## src/rtl/gpio_out_ctrl.sv

```systemverilog
// gpio_out_ctrl: CPU register block driving GPIO demux data/select, with toggle and one-shot pulse mode.
module gpio_out_ctrl (
  input  logic       clk,
  input  logic       rst,
  input  logic [1:0] addr,
  input  logic [7:0] wdata,
  input  logic       we,
  input  logic       re,
  output logic [7:0] rdata,
  output logic [7:0] gpio_out,
  output logic       sel,
  output logic       busy
);
  typedef enum logic {IDLE, PULSE} state_t;
  state_t     state, state_n;
  logic [7:0] data_reg, data_n, cnt, cnt_n, plen, rd_mux;
  logic [1:0] ctrl;
  logic       wr_data, wr_tog, wr_ctrl, wr_plen;
  assign wr_data  = we && addr == 2'd0;
  assign wr_tog   = we && addr == 2'd1;
  assign wr_ctrl  = we && addr == 2'd2;
  assign wr_plen  = we && addr == 2'd3;
  assign gpio_out = data_reg;
  assign sel      = ctrl[0];
  assign busy     = state == PULSE;
  // DATA write beats completion/abort, which beat TOGGLE; cnt parks at 0
  always_comb begin
    state_n = state;
    data_n  = data_reg;
    cnt_n   = cnt;
    if (wr_data) begin
      data_n = wdata;
      if (ctrl[1]) begin
        cnt_n   = plen;
        state_n = PULSE;
      end
    end else if (busy && cnt == 8'd0) begin
      data_n  = 8'd0;
      state_n = IDLE;
    end else if (busy && wr_ctrl && !wdata[1]) begin
      state_n = IDLE;
    end else begin
      cnt_n  = busy ? cnt - 8'd1 : cnt;
      data_n = wr_tog ? data_reg ^ wdata : data_reg;
    end
  end
  always_comb
    rd_mux = addr == 2'd0 ? data_reg :
             addr == 2'd1 ? cnt :
             addr == 2'd2 ? {5'b0, busy, ctrl} : plen;
  always_ff @(posedge clk) begin
    if (rst) begin
      state    <= IDLE;
      data_reg <= 8'd0;
      cnt      <= 8'd0;
      ctrl     <= 2'd0;
      plen     <= 8'd0;
      rdata    <= 8'd0;
    end else begin
      state    <= state_n;
      data_reg <= data_n;
      cnt      <= cnt_n;
      if (wr_ctrl) ctrl <= wdata[1:0];
      if (wr_plen) plen <= wdata;
      if (re) rdata <= rd_mux;
    end
  end
endmodule

```

## config.mk

```make
export PLATFORM = sky130hd
export DESIGN_NAME = gpio_out_ctrl
export DESIGN_NICKNAME = d
export VERILOG_FILES = /design/src/rtl/gpio_out_ctrl.sv
export SDC_FILE = /design/constraint.sdc
export NUM_CORES = 1
export LEC_CHECK = 0
export ABC_AREA = 1
export CAP_MARGIN = 20
export CORE_ASPECT_RATIO = 0.9
export CORE_UTILIZATION = 52
export DETAILED_ROUTE_END_ITERATION = 16
export HOLD_SLACK_MARGIN = 0.15
export MAX_ROUTING_LAYER = met4
export PLACE_DENSITY = 0.83
export SYNTH_ARGS = -nofsm -noshare
export SYNTH_HDL_FRONTEND = slang
export SYNTH_SLANG_ARGS = --single-unit
```

## constraint.sdc

```tcl
create_clock -name clk -period 2.1 [get_ports clk]
set_clock_uncertainty 0.05 [all_clocks]
set_input_delay 0.315 -clock clk [delete_from_list [all_inputs] [get_ports clk]]
set_output_delay 0.315 -clock clk [all_outputs]
set_load 0.01 [all_outputs]
```

==> metrics.md <==
| Metric | Value |
|---|---|
| Die width | around 66 microns |
| Io pins | 32 |
| Total Power | ~1.7 mW |
| Initial antenna violation count | 0 |
| Unrepaired setup endpoints after global routing | false |
| Pin count of the biggest net entering global routing | 22 |
| Finished Layout Cells | 375 |
| Final worst path period need | about 1.9 ns |
| VDD IR-drop max | approximately 0.00063 V |
| Skew-Pair Late Insertion Delay | a little under 0.3 ns |
| Fin area | 2410 sq um |
| I/O Buffers | 31 |
| Drt first pass iters | 4 |
| Top cells by area, synth | dfxtp_1 37%, nand2_1 15%, o21ai_0 11% |
| Least-Margin Pin Slew | between 0.5 and 0.6 ns |
| Wirelength, routed | around 5 mm |
| Final WS setup | 0.231 ns |
| CP arrival | ~2.0 ns |
| # hold bufs at CTS | 0 |
| Setup TNS | 0 ns |
| Worst slew margin | a little under two thirds |
| Antenna Nets Post-Route | 0 |
| Total grt overflow | 0 |
| Crit end category | flop |
| Post-synth top area share | 37.0% |
| Clock sink total | 35 |
| Post-synth top area cell | dfxtp_1 |
| Root Buffer | clkbuf_8 |
| Post-DP HPWL | 3.59 mm |
| Status | completed |
| Vias in the first global route | around 1900 |
| Combinational Power Share | approximately 16% |
| Highest clock rate | 0.535 GHz |
| Post-DR wirelength/cell | around 13 microns |
| Num CTS Buffers | 5 |
| Ant. Diodes | 0 |
| Worst EP required | 2.24 ns |
| GRT Overall Usage | approximately 30% |
| Hold Path Class | flop to flop |
| Synth unique cells | 26 |
| Initial Util | around 55% |
| FP Rows | 20 |
| First-pass GRT wire length | 8.34 mm |
| Mapped Cells | about 300 |
| Post-CTS Setup Inserts | 0 |
| Pins Over Slew Limit | 0 |
| Drt via density | 5.49 |
| Yosys warnings | 0 |
| Final Cycle Share | between 80% and 90% |
| Number of hold violations in the final report | 0 |
| Clock share of power | between 40% and 50% |
| Mean Syn Cell Area | between 6 and 7 sq um |
| CP Class | flop to flop |
| Placed Instances | 367 |
| Sw Ratio | 25.2% |
| 1st-iter DRT viols | about 150 |
| Post-CTS resize count | 0 |
| Setup slack after placement | 0.187 ns |
| Die area | 3890 sq um |
| Leak Pwr | around 1.0 nW |
| FF+latch count, synth | 35 |
| Share of cells above drive strength 1 | 7.55% |
| CTS H-tree lvls | 2 |
| RePlAce Congestion | 0.960 |
| DP Area | between 2000 and 2500 sq um |
| CTS tree | done |
| Die Height | 59.2 microns |
| Max clock buf depth | 2 |
| Register share of total power | approximately two fifths |
| P&R area growth vs syn | 27.4% |
| Cell Pwr Density | roughly 710 nW/um^2 |
| Synthesized area | 1890 sq um |
| Net Count, Synth | between 300 and 400 |
| CTS clock-pin slew for the worst setup and hold paths | approximately 0.080 ns |
| Via count | approximately 2100 |
| Max cap viols | 0 |
| Psw | 0.435 mW |
| Power Internal | about 1.3 mW |
| Core area | 3430 sq um |
| DRC Markers | 0 |
| Critical Path Fanout Max | 6 |
| # setup viols final | 0 |
| Setup crit start kind | flop |
| Sequential share of the synthesized area | between 30% and 40% |
| Layout Nets | roughly 350 |
-- cell usage after synthesis, drive strengths merged --
cell and number:
clkbuf 5, clkinv 1, buf 5, nand4 1
dfxtp 35, xnor2 1, a41oi 5, nor2 37
o21ai 42, o22ai 2, a31oi 1, ha 1
o2111ai 2, inv 33, a21oi 20, nand2 81
nand3b 1, nor3 1, nand3 18
-- logic make-up after synthesis --
family                     Yosys count  synth area share, %
xor gates and xnor gates             1                0.463
DFF                                 35                 37.0
buffers and inverters               44                 9.78
adders and majority gates            1                0.661
and+or+nand+nor                    139                 30.9
AOI/OAI and AO/OA                   72                 21.2
-- critical path, cell delays in order (launching register included) --
cell and delay (ns):
dfxtp_1 0.34, inv_1 0.09, ha_1 0.29, nand2_1 0.09
nor2_1 0.17, nand3_2 0.11, nand2_1 0.21, nand2_1 0.13
o21ai_0 0.23, nor2_1 0.06
-- metrics by stage --
step / utilization [%] / hold slack, ns
CTS: 70.4 / 0.436
floorplan: - / 0.334
finish: 70.4 / 0.432
global placement: 66.4 / 0.408
detailed placement: 66.4 / 0.419
global route: 70.4 / 0.456
-- power groups by stage --
stage,Clock (mW),Combinational (mW),Sequential [mW]
2_1_floorplan,0,0.142,0.737
3_3_place_gp,0,0.257,0.732
3_5_place_dp,0,0.262,0.733
4_1_cts,0.741,0.264,0.719
5_1_grt,0.768,0.300,0.722
6_report,0.736,0.267,0.719
-- state kept, by name (all words and copies together), names as in the netlist --
signal and count:
ctrl 2, busy 1, rdata 8, plen 8, cnt 8, gpio_out 8
-- cells in the final DEF, fill, tap and decap left out, types with 10 or more instances in the layout --
cell | synthesis | routed
nand3_1 | 16 | 16
nor2_1 | 36 | 36
nand2_1 | 78 | 78
clkdlybuf4s50_1 | 0 | 31
a21oi_1 | 20 | 20
inv_1 | 33 | 33
buf_4 | 0 | 10
o21ai_0 | 41 | 41
dfxtp_1 | 35 | 35
-- final timing paths --
kind                                            endpoint            startpoint  depth (start not counted)  slack [ns]
worst max register to register  gpio_out[4]$_SDFFE_PP0P_   cnt[0]$_SDFFE_PP0P_                          9        0.23
worst min-delay path                plen[0]$_SDFFE_PP0P_  plen[0]$_SDFFE_PP0P_                          2        0.43
worst max-delay path            gpio_out[4]$_SDFFE_PP0P_   cnt[0]$_SDFFE_PP0P_                          9        0.23
worst min register to register      plen[0]$_SDFFE_PP0P_  plen[0]$_SDFFE_PP0P_                          2        0.43
-- area by class of cell --
cell class,instances,area [sq um]
Clock buffer,5,68.8
Clock inverter,3,67.6
Fill cell,288,1020
Inverter,34,128
Multi-Input combinational cell,213,1010
Sequential cell,35,701
Tap cell,44,55.1
Timing Repair Buffer,41,385
-- metal layers --
metal	up-vias	share of wire, %	global-route usage (%)	wire length [microns]
li1	1027	-	-	-
met1	945	45	36.5	2280
met2	74	47	48.3	2380
met3	11	5.4	4.81	275
met4	0	2.3	14.6	114
met5	-	0	-	0
(Power assumes the default switching activity.)
